## src/rtl/mux_scan_buffer.sv

```systemverilog
`default_nettype none
// ============================================================================
// Module      : mux_scan_buffer
// Description : N-channel, W-bit registered multiplexer with a one-entry
//               output holding buffer and a valid/ready output handshake.
//               Channel selection is either manual (sel) or auto-scan, where
//               an internal index steps through the channels after DWELL
//               accepted samples per channel.
// Revision    : 1.0 - initial release
// ----------------------------------------------------------------------------
// Parameters
//   N      number of input channels (2..16)
//   W      data width per channel (1..32)
//   DWELL  accepted samples per channel before auto-scan advances (1..255)
//   SW     select width, $clog2(N) (derived, not overridable)
// Ports
//   clk        in   rising-edge clock
//   rst_n      in   asynchronous active-low reset
//   en         in   sample enable
//   mode       in   0 = manual select, 1 = auto-scan
//   sel        in   manual channel select
//   d          in   packed channel data, channel k = d[k*W +: W]
//   out_ready  in   downstream accepts y this cycle
//   oe         in   output enable (only with MUX_SCAN_TRISTATE_EN)
//   out_valid  out  y holds a valid sample
//   y          out  registered sample
//   ch         out  channel index of the sample in y
//   err        out  sticky out-of-range manual select flag
// Build option
//   MUX_SCAN_TRISTATE_EN : adds the oe input; y floats when oe=0.
// ============================================================================
module mux_scan_buffer #(
  parameter int N     = 4,
  parameter int W     = 1,
  parameter int DWELL = 1,
  localparam int SW   = (N > 1) ? $clog2(N) : 1
) (
  input  logic           clk,
  input  logic           rst_n,
  input  logic           en,
  input  logic           mode,
  input  logic [SW-1:0]  sel,
  input  logic [N*W-1:0] d,
  input  logic           out_ready,
`ifdef MUX_SCAN_TRISTATE_EN
  input  logic           oe,
`endif
  output logic           out_valid,
  output logic [W-1:0]   y,
  output logic [SW-1:0]  ch,
  output logic           err
);

  typedef enum logic [0:0] {
    ST_MANUAL = 1'b0,
    ST_SCAN   = 1'b1
  } state_t;

  state_t         state_q, state_d;
  logic           out_valid_q, out_valid_d;
  logic [W-1:0]   y_q, y_d;
  logic [SW-1:0]  ch_q, ch_d;
  logic [SW-1:0]  scan_idx_q, scan_idx_d;
  logic [7:0]     dwell_cnt_q, dwell_cnt_d;
  logic           err_q, err_d;

  logic           enter_scan;
  logic           load;
  logic           sel_oob;
  logic [SW-1:0]  chan;
  logic [W-1:0]   chan_data;

  // When N fills the select space every sel value is a real channel.
  generate
    if (N == (1 << SW)) begin : g_oob_none
      assign sel_oob = 1'b0;
    end else begin : g_oob_cmp
      assign sel_oob = (sel >= SW'(N));
    end
  endgenerate

  // The cycle in which mode first reads 1 only re-arms the scan position.
  assign enter_scan = mode & (state_q == ST_MANUAL);
  assign load       = en & (~out_valid_q | out_ready) & ~enter_scan;
  assign chan       = mode ? scan_idx_q : sel;

  // Out-of-range channels match no arm and therefore read as zero.
  always_comb begin
    chan_data = '0;
    for (int k = 0; k < N; k++) begin
      if (chan == SW'(k)) begin
        chan_data = d[k*W +: W];
      end
    end
  end

  always_comb begin
    state_d     = mode ? ST_SCAN : ST_MANUAL;
    out_valid_d = out_valid_q;
    y_d         = y_q;
    ch_d        = ch_q;
    scan_idx_d  = scan_idx_q;
    dwell_cnt_d = dwell_cnt_q;
    err_d       = err_q;

    if (enter_scan) begin
      scan_idx_d  = '0;
      dwell_cnt_d = '0;
    end

    if (en && !mode && sel_oob) begin
      err_d = 1'b1;
    end

    if (load) begin
      y_d         = chan_data;
      ch_d        = chan;
      out_valid_d = 1'b1;
      // Scan position only moves on accepted loads, so a stall never skips.
      if (mode) begin
        if (dwell_cnt_q == 8'(DWELL - 1)) begin
          dwell_cnt_d = '0;
          scan_idx_d  = (scan_idx_q == SW'(N - 1)) ? '0 : scan_idx_q + SW'(1);
        end else begin
          dwell_cnt_d = dwell_cnt_q + 8'd1;
        end
      end
    end else if (out_valid_q && out_ready) begin
      out_valid_d = 1'b0;
    end
  end

  always_ff @(posedge clk or negedge rst_n) begin
    if (!rst_n) begin
      state_q     <= ST_MANUAL;
      out_valid_q <= 1'b0;
      y_q         <= '0;
      ch_q        <= '0;
      scan_idx_q  <= '0;
      dwell_cnt_q <= '0;
      err_q       <= 1'b0;
    end else begin
      state_q     <= state_d;
      out_valid_q <= out_valid_d;
      y_q         <= y_d;
      ch_q        <= ch_d;
      scan_idx_q  <= scan_idx_d;
      dwell_cnt_q <= dwell_cnt_d;
      err_q       <= err_d;
    end
  end

  assign out_valid = out_valid_q;
  assign ch        = ch_q;
  assign err       = err_q;

`ifdef MUX_SCAN_TRISTATE_EN
  assign y = oe ? y_q : {W{1'bz}};
`else
  assign y = y_q;
`endif

endmodule
`default_nettype wire

```

## config.mk

```make
export PLATFORM = sky130hd
export DESIGN_NAME = mux_scan_buffer
export DESIGN_NICKNAME = d
export VERILOG_FILES = /design/src/rtl/mux_scan_buffer.sv
export SDC_FILE = /design/constraint.sdc
export NUM_CORES = 1
export LEC_CHECK = 0
export CORE_UTILIZATION = 60
export CTS_CLUSTER_DIAMETER = 50
export CTS_CLUSTER_SIZE = 40
export DETAILED_ROUTE_END_ITERATION = 10
export DONT_BUFFER_PORTS = 1
export GPL_ROUTABILITY_DRIVEN = 0
export HOLD_SLACK_MARGIN = 0.02
export PLACE_DENSITY = 0.76
export RECOVER_POWER = 50
export REMOVE_ABC_BUFFERS = 1
export SETUP_SLACK_MARGIN = 0.4
export SLEW_MARGIN = 20
export SYNTH_ARGS = -nofsm -noshare
export SYNTH_HDL_FRONTEND = slang
export SYNTH_SLANG_ARGS = --single-unit
```

## constraint.sdc

```tcl
create_clock -name clk -period 3.5 [get_ports clk]
set_clock_uncertainty 0.1 [all_clocks]
set_input_delay 0.875 -clock clk [delete_from_list [all_inputs] [get_ports clk]]
set_output_delay 0.875 -clock clk [all_outputs]
set_load 0.01 [all_outputs]
```

Word-level counts from Yosys, hierarchy flattened
Cells that the tools add are included.
W data, S select, Z words.
{"block": "classes", "n_reduce_logical": 4, "eq_ne": 4, "n_bitwise": 7, "n_addsub": 2, "n_mux": 17}
{"operator": "$mux W8", "count": 4}
{"operator": "$mux W2", "count": 6}
{"operator": "$add A8 B1 Y8 const B", "count": 1}
{"operator": "$logic_not A8 Y1", "count": 1}
{"operator": "$mux W1", "count": 7}
{"operator": "$eq A2 B2 Y1 const B", "count": 3}
{"operator": "$and A1 B1 Y1", "count": 3}
{"operator": "$not A1 Y1", "count": 3}
{"operator": "$add A2 B1 Y2 const B", "count": 1}
{"operator": "$eq A2 B1 Y1 const B", "count": 1}
{"operator": "$logic_not A2 Y1", "count": 1}
{"operator": "$reduce_bool A2 Y1", "count": 1}
{"operator": "$logic_and A1 B1 Y1", "count": 1}
{"operator": "$or A1 B1 Y1", "count": 1}
{"block": "word_totals", "output_inout_bits": 5, "reg_bits": 15, "in_bits": 11, "wordCells": 40}

Depth between registers and ports, before layout
Gate-level depths: netlist (run 1).
{"block": "depth", "depth_word": 6, "mapped_depth": 7, "mapped_depth_nobuf": 7}

Worst setup path after synthesis (run 1)
OpenSTA, ideal clock, no wires.
{"block": "synth_path", "path_type": "input -> register", "start": "in mode", "end": "reg y_q (netlist: y)", "cell_stages": 3, "arrival_time_ns": 1.869, "slack_ns": 1.406, "t_required_ns": 3.275, "n_path_buf": 0, "setup_time_ns": 0.125, "cell_sequence": "mux2i_1 > mux4_2 > mux2_2"}
{"block": "synth_between", "elab_chain_cells": 6, "elab_cells_between_ends": 12, "classes_between": "eq/ne (3); mux (5); bitwise (3); reduce/logical (1)"}
{"item": "start, declared", "line_no": "41", "text": "input logic mode,"}
{"item": "$mux W2", "line_no": "85", "text": "assign chan = mode ? scan_idx_q : sel;"}
{"item": "$logic_not A2 Y1", "line_no": "91", "text": "if (chan == SW'(k)) begin"}
{"item": "$mux W1 (4 in series)", "line_no": "91"}
{"item": "end signal, assigned", "line_no": "145", "text": "y_q <= y_d;"}
{"item": "end, declared", "line_no": "61", "text": "logic [W-1:0] y_q, y_d;"}
Several ways; a longest one is shown, not always the timed one.
A chain may end at the register's enable or synchronous reset.

Worst setup path in the final report (run 1)
{"block": "layout_path", "start": "reg dwell_cnt_q[0]", "end": "reg scan_idx_q[0]"}
{"block": "layout_between", "elab_chain_cells": 4}
{"item": "start, declared", "line_no": "64", "text": "logic [7:0] dwell_cnt_q, dwell_cnt_d;"}
{"item": "start signal, assigned", "line_no": "148", "text": "dwell_cnt_q <= dwell_cnt_d;"}
{"item": "$logic_not A8 Y1", "line_no": "121", "text": "if (dwell_cnt_q == 8'(DWELL - 1)) begin"}
{"item": "$mux W2", "line_no": "121"}
{"item": "$mux W2", "line_no": "120", "text": "if (mode) begin"}
{"item": "$mux W2", "line_no": "115", "text": "if (load) begin"}
{"item": "via scan_idx_d[0]", "line_no": "63", "text": "logic [SW-1:0] scan_idx_q, scan_idx_d;"}
{"item": "end signal, assigned", "line_no": "147", "text": "scan_idx_q <= scan_idx_d;"}
{"item": "end, declared", "line_no": "63"}
The timed path passes the listed nets, and every way through them passes these cells.

==> results.toml, run 1 <==
[sta]
period_share = 0.660
rsz0062_at_grt = "false"
timing.final.hold_violations = 0
timing_max_transition_violations_final = 0
max_clock_freq_mhz = 433
final_worst_path_setup_slack_ns = 1.19
final_critical_period_ns = 2.31
report.final.setup_viol = 0
fin_setup_tns_ns = 0

[floorplan]
coreArea_um2 = 1190
initial_core_util = 0.682
die_h_um = 38.7
die-area_um2 = 1500
row_count = 12
ioPinCount = 16
fp.dieW_um = 38.7

[logic_synthesis]
post_synth_instance_area_um2 = 810
synth.yosys.seq_area_share = 0.464
number_of_cells_produced_by_synthesis = 81
ys_warn_count = 0
number_of_enable_type_register_cells_in_the_synthesized_netlist = 0
synth_ff_type = "sky130_fd_sc_hd__dfrtp_1"
synth-seq-cells = 15
netlist-cell-type-count = 29
async_reset_ff_frac = 1.00
post_syn_area_per_cell_um2 = 9.99

[routing]
postRouteAntennaNets = 0
maxUsedRoutingLayer = "met4"
drt_wl_total_um = 1550
routedWlPerCell_um = 16.2
met1Wirelength_um = 740
met2_wirelength_um = 729
drt_pass1_iterations = 4
vias = 619
drt-vias-per-instance = 6.45
detailroute.wirelength.met3_um = 70
detail_route.drc_violations = 0
drt_iter0_markers = 19

[clocking]
clk_root_buffer_cell = "sky130_fd_sc_hd__clkbuf_4"
post_cts_resized = 0
post_cts_hold_buffer_count = 0
ctsHtreeMaxLevel = 1
cts_tree = "built"
worstSkewPairLatency_ns = 0.28
cts_buffers = 3
post-cts-setup-buffers = 0
cts_sinks = 15
maximum_number_of_buffers_from_clock_root_to_sink = 2
register_clock_pin_slew_on_the_reported_worst_setup_and_hold_paths_ns = 0.09

[setup_path]
ff2ff_path_depth = 7
critical_path_required_ns = 3.56
maximum_fanout_along_the_worst_path = 5
worstReg2RegStart = "dwell_cnt_q[0]$_DFF_PN0_"
timing.setup.critical_path_class = "flip-flop to flip-flop"
cp.arrival_ns = 2.37
crit-reg2reg-capture = "scan_idx_q[0]$_DFF_PN0_"
worst_r2r_setup_slack_ns = 1.19
worst_setup_path_start_kind = "flip-flop"
timing.critical_path.to_type = "flip-flop"

[finish]
multiInputGateArea_um2 = 410
antenna_cells = 0
post_route_cells_drive_above_1_share = 0.0976
seq_area_um2 = 375
filler_cell_count = 83
area_delta_synth_final_pct = 3.40
design.final.nets = 97

[grt]
vias_in_the_first_global_route = 570
globalRouteOverflowTotal = 0
antenna_found_initial = 0
grt_pass1_wl_um = 2400
grt_util_all_layers = 0.243
grt_start_max_net_pins = 16

[power]
power.sequential.fraction = 0.588
p_comb_frac = 0.133
power.density_nw_per_um2 = 416
peakVddDrop_mv = 0.317
cell_internal_pwr_mw = 0.257
total_leakage_power_nw = 0.408
switching_share = 0.263
clock_power_share = 0.279
p_switching_mw = 0.0915

[job]
cap_viol_max_count = 0

[status]
outcome = "completed"

[placement]
dp_hpwl_um = 1130
place.port_buffers = 0
place_ws_ns = 1.19

[hold_path]
timing.hold.worst.class = "input port to async pin"
## cell usage in the layout, fill, tap and decap left out
cell type / n
sky130_fd_sc_hd__ha_1: 3
sky130_fd_sc_hd__a21bo_2: 1
sky130_fd_sc_hd__or4b_1: 1
sky130_fd_sc_hd__nor3_1: 3
sky130_fd_sc_hd__a21oi_1: 2
sky130_fd_sc_hd__dfrtp_1: 15
sky130_fd_sc_hd__o21ai_0: 5
sky130_fd_sc_hd__mux4_2: 1
sky130_fd_sc_hd__nor2_1: 5
sky130_fd_sc_hd__nand4_1: 1
sky130_fd_sc_hd__nor4_2: 1
sky130_fd_sc_hd__clkbuf_4: 3
sky130_fd_sc_hd__nand3_1: 3
sky130_fd_sc_hd__mux2i_1: 2
sky130_fd_sc_hd__nand2_1: 12
sky130_fd_sc_hd__o21ba_2: 1
sky130_fd_sc_hd__clkbuf_1: 1
sky130_fd_sc_hd__a32o_1: 3
sky130_fd_sc_hd__mux2_2: 1
sky130_fd_sc_hd__o21ai_1: 1
sky130_fd_sc_hd__a31oi_1: 2
sky130_fd_sc_hd__conb_1: 1
sky130_fd_sc_hd__or4_1: 1
sky130_fd_sc_hd__nand2b_1: 2
sky130_fd_sc_hd__nor4_1: 1
sky130_fd_sc_hd__a22o_1: 3
sky130_fd_sc_hd__a21o_1: 5
sky130_fd_sc_hd__inv_1: 2
## power groups by stage
stage	combinational (mW)	clock, mW	sequential (mW)
3_5_place_dp	0.0460	0	0.209
2_1_floorplan	0.0386	0	0.206
5_1_grt	0.0501	0.109	0.208
4_1_cts	0.0462	0.0980	0.205
6_report	0.0462	0.0973	0.205
3_3_place_gp	0.0441	0	0.208
## layout make-up
class,count,share of cell area
Multi-Input combinational cell,61,0.490
Sequential cell,15,0.448
Clock buffer,4,0.0314
Tap cell,14,0.0209
Inverter,2,0.00897
## flip-flops by register name, summed over array words and instances (netlist names)
name,count
y,1
state_q,1
ch,2
scan_idx_q,2
dwell_cnt_q,8
out_valid,1
## worst max path at each step
| stage | start | endpoint | slack (ns) | depth (start not counted) |
|---|---|---|---|---|
| detailed placement | mode | dwell_cnt_q[3]$_DFF_PN0_ | 1.19 | 5 |
| CTS | dwell_cnt_q[0]$_DFF_PN0_ | scan_idx_q[0]$_DFF_PN0_ | 1.21 | 7 |
| global route | dwell_cnt_q[0]$_DFF_PN0_ | scan_idx_q[0]$_DFF_PN0_ | 1.13 | 7 |
| floorplan | mode | y$_DFFE_PN0P_ | 1.41 | 3 |
| finish | dwell_cnt_q[0]$_DFF_PN0_ | scan_idx_q[0]$_DFF_PN0_ | 1.19 | 7 |
| global placement | mode | dwell_cnt_q[5]$_DFF_PN0_ | 1.27 | 5 |
## through the flow
step                      hold slack [ns]  std cells  utilization  area [µm²]  total power, mW
after floorplan                     0.369         78            -         793            0.245
final                               0.178         96        0.706         837            0.348
after detailed placement            0.413         92        0.684         811            0.255
after global placement              0.403         92        0.684         811            0.252
after global routing                0.160         96        0.706         837            0.367
after CTS                           0.176         96        0.706         837            0.349
## routing by layer
metal | GRT usage | vias to the layer above
met1 | 0.300 | 296
met4 | 0.103 | 0
met5 | 0 | -
li1 | - | 301
met2 | 0.396 | 20
met3 | 0.0636 | 2
## worst max-delay path, stage by stage, from the launching register on
cell and delay (ns):
sky130_fd_sc_hd__dfrtp_1 0.43, sky130_fd_sc_hd__inv_1 0.09, sky130_fd_sc_hd__ha_1 0.13, sky130_fd_sc_hd__or4b_1 0.48, sky130_fd_sc_hd__or4_1 0.47, sky130_fd_sc_hd__o21ai_1 0.18
sky130_fd_sc_hd__nand2_1 0.10, sky130_fd_sc_hd__a32o_1 0.21
## Yosys cell counts (2+ instances only)
| cell | count | area share |
|---|---|---|
| sky130_fd_sc_hd__a32o_1 | 3 | 0.037 |
| sky130_fd_sc_hd__dfrtp_1 | 15 | 0.46 |
| sky130_fd_sc_hd__nand2b_1 | 2 | 0.015 |
| sky130_fd_sc_hd__a21o_1 | 5 | 0.046 |
| sky130_fd_sc_hd__a21oi_1 | 2 | 0.012 |
| sky130_fd_sc_hd__a22o_1 | 3 | 0.032 |
| sky130_fd_sc_hd__ha_1 | 3 | 0.046 |
| sky130_fd_sc_hd__nor2_1 | 5 | 0.023 |
| sky130_fd_sc_hd__mux2i_1 | 2 | 0.025 |
| sky130_fd_sc_hd__nor3_1 | 3 | 0.019 |
| sky130_fd_sc_hd__inv_1 | 2 | 0.0093 |
| sky130_fd_sc_hd__nand2_1 | 12 | 0.056 |
| sky130_fd_sc_hd__o21ai_0 | 5 | 0.031 |
| sky130_fd_sc_hd__a31oi_1 | 2 | 0.015 |
| sky130_fd_sc_hd__nand3_1 | 3 | 0.019 |
## kinds of logic (layout without fill, tap and decap cells)
family / count (synthesis) / after routing / share of synthesized area
buffers and inverters: 5 / 6 / 0.0294
muxes: 4 / 4 / 0.0665
other: 1 / 1 / 0.00463
and+or+nand+nor: 30 / 30 / 0.184
adders and majority gates: 3 / 3 / 0.0464
AOI/OAI and AO/OA: 23 / 23 / 0.206
DFF: 15 / 15 / 0.464
Note: power is estimated with default switching activity, not from simulation.
==> inputs of run 2 (changes only) <==
--- a/config.mk
+++ b/config.mk
@@ -5,14 +5,14 @@
 export SDC_FILE = /design/constraint.sdc
 export NUM_CORES = 1
 export LEC_CHECK = 0
-export CORE_UTILIZATION = 60
+export CORE_UTILIZATION = 53
 export CTS_CLUSTER_DIAMETER = 50
 export CTS_CLUSTER_SIZE = 40
 export DETAILED_ROUTE_END_ITERATION = 10
 export DONT_BUFFER_PORTS = 1
 export GPL_ROUTABILITY_DRIVEN = 0
 export HOLD_SLACK_MARGIN = 0.02
-export PLACE_DENSITY = 0.76
+export PLACE_DENSITY = 0.71
 export RECOVER_POWER = 50
 export REMOVE_ABC_BUFFERS = 1
 export SETUP_SLACK_MARGIN = 0.4
==> constraint.sdc (replaced) <==
create_clock -name clk -period 2.1 [get_ports clk]
set_clock_uncertainty 0.1 [all_clocks]
set_input_delay 0.525 -clock clk [delete_from_list [all_inputs] [get_ports clk]]
set_output_delay 0.525 -clock clk [all_outputs]
set_load 0.01 [all_outputs]
==> results.toml, run 2 (same netlist as run 1, synthesis figures left out) <==
[status]
outcome = "complete, but fails checks"
failed_checks = "negative setup slack"

[power]
power.density_nw_per_um2 = 649
total_leakage_power_nw = 0.453
peakVddDrop_mv = 0.296

[setup_path]
worst_setup_path_start_kind = "flip-flop"
worstReg2RegStart = "dwell_cnt_q[0]$_DFF_PN0_"
crit_chain = "inv_1 -> ha_1 -> or4b_4 -> or4_4 -> o21ai_2 -> nand2_1 -> a32o_1"
cp_slowest_stage_delay_ns = 0.49
worst_r2r_setup_slack_ns = -0.04
ff2ff_path_depth = 7
critical_path.n_buffers_inverters = 1
crit_start = "dwell_cnt_q[0]$_DFF_PN0_"
maximum_fanout_along_the_worst_path = 2
crit-reg2reg-capture = "scan_idx_q[0]$_DFF_PN0_"
cp.arrival_ns = 2.20
critical_path_required_ns = 2.17
worst_path_dominant_cell_family = "simple AND/OR/NAND/NOR gates"
worst_path_max_delay_cell = "sky130_fd_sc_hd__or4b_4"
timing.setup.critical_path_class = "flip-flop to flip-flop"
timing.critical_path.to_type = "flip-flop"

[clocking]
cts_tree = "built"
register_clock_pin_slew_on_the_reported_worst_setup_and_hold_paths_ns = 0.09
ctsHtreeMaxLevel = 1
cts_buffers = 3
clk_root_buffer_cell = "sky130_fd_sc_hd__clkbuf_4"
cts_sinks = 15
maximum_number_of_buffers_from_clock_root_to_sink = 2
worstSkewPairLatency_ns = 0.27

[floorplan]
coreArea_um2 = 1370
die_h_um = 41.1
row_count = 13
initial_core_util = 0.592
ioPinCount = 16
fp.dieW_um = 41.1
die-area_um2 = 1690

[finish]
final_common_cell = "sky130_fd_sc_hd__dfrtp_1"
design.final.nets = 104
antenna_cells = 0
max_flop_register = "dwell_cnt_q"
area_delta_synth_final_pct = 14.4
post_route_cells_drive_above_1_share = 0.213
final_core_util = 0.678
layout.cell_area.non_filler_um2 = 926
largest_reg_flops = 8
filler_cell_count = 106
mostFrequentLayoutCells = "sky130_fd_sc_hd__dfrtp_1 (15), sky130_fd_sc_hd__nand2_1 (12), sky130_fd_sc_hd__buf_4 (6)"

[sta]
report.final.setup_viol = 2
timing.final.hold_violations = 0
final_worst_path_setup_slack_ns = -0.0370
slew_headroom = 0.546
hold_ws_ns = 0.171
period_share = 1.02
timing_max_transition_violations_final = 0
rsz0062_at_grt = "true"
max_clock_freq_mhz = 468
fin_setup_tns_ns = -0.0673
max_slew.worst_pin.slew_ns = 0.679
final_critical_period_ns = 2.14

[grt]
grt_pass1_wl_um = 2460
grt_util_all_layers = 0.229
grt_start_max_net_pins = 16
globalRouteOverflowTotal = 0
vias_in_the_first_global_route = 619
antenna_found_initial = 0

[routing]
vias = 648
drt-vias-per-instance = 6.23
postRouteAntennaNets = 0
drt_wl_total_um = 1660
routedWlPerCell_um = 16.0
drt_iter0_markers = 22
detail_route.drc_violations = 0
drt_pass1_iterations = 4

[job]
cap_viol_max_count = 0

[hold_path]
hold_path.startpoint = "mode"
holdPathEnd = "state_q$_DFF_PN0_"
holdPathStages = 0
timing.hold.worst.class = "input port to flip-flop"

[placement]
dpl_cell_area_um2 = 850
dp_hpwl_um = 1150
place.port_buffers = 0
==> run 2: worst max-delay path by stage <==
stage	slack, ns	end	cells past startpoint
6_report	-0.04	scan_idx_q[0]$_DFF_PN0_	7
5_1_grt	-0.09	scan_idx_q[0]$_DFF_PN0_	7
3_3_place_gp	0.04	scan_idx_q[1]$_DFF_PN0_	7
3_5_place_dp	-0.03	scan_idx_q[0]$_DFF_PN0_	7
2_1_floorplan	0.03	scan_idx_q[0]$_DFF_PN0_	7
4_1_cts	-0.006	scan_idx_q[0]$_DFF_PN0_	7
==> run 2: worst register-to-register path: cells and delay by family, from the launching register on <==
family / cells / cell delay (ns)
compound gates: 2 / 0.33
buf+inv: 1 / 0.06
fa+ha+maj: 1 / 0.15
flops: 1 / 0.39
simple gates: 3 / 1.02
==> run 2: repair_timing <==
action | 4_1_cts | 5_1_grt
endpoints found under the setup margin | 10 | 11
gates cloned | 0 | 0
pin swaps | 2 | 4
gates resized for setup | 2 | 6
hold buffers | 1 | 0
hold endpoints to repair | 15 | 0
setup buffers | 0 | 1
==> run 2: through the flow <==
step / std cells / power, mW / worst slack [ns]
final: 104 / 0.601 / -0.0370
after global routing: 104 / 0.642 / -0.0895
after CTS: 103 / 0.600 / -0.00564
after detailed placement: 98 / 0.429 / -0.0283
after global placement: 98 / 0.423 / 0.0392
after floorplan: 78 / 0.408 / 0.0320
==> run 2: routing by layer <==
| layer | track usage | wire [µm] | share of wire |
|---|---|---|---|
| met1 | 0.269 | 721 | 0.43 |
| met2 | 0.383 | 832 | 0.50 |
| met3 | 0.0543 | 90 | 0.054 |
| met4 | 0.117 | 17 | 0.010 |
| met5 | 0 | 0 | 0 |
==> run 2: area by class of cell <==
class / count / area [µm²] / share of cell area
multi-input combinational: 61 / 443 / 0.478
sequential: 15 / 375 / 0.405
timing repair buffer: 7 / 55.1 / 0.0595
clock buffer: 4 / 26.3 / 0.0284
tap: 15 / 18.8 / 0.0203
inverter: 2 / 7.51 / 0.00811
==> run 2: report_power, final <==
part	total [mW]	internal, mW	switching, mW	leakage (nW)
sequential	0.344	0.315	0.0288	0.199
clock	0.163	0.0735	0.0897	0.0150
combinational	0.0942	0.0492	0.0449	0.239
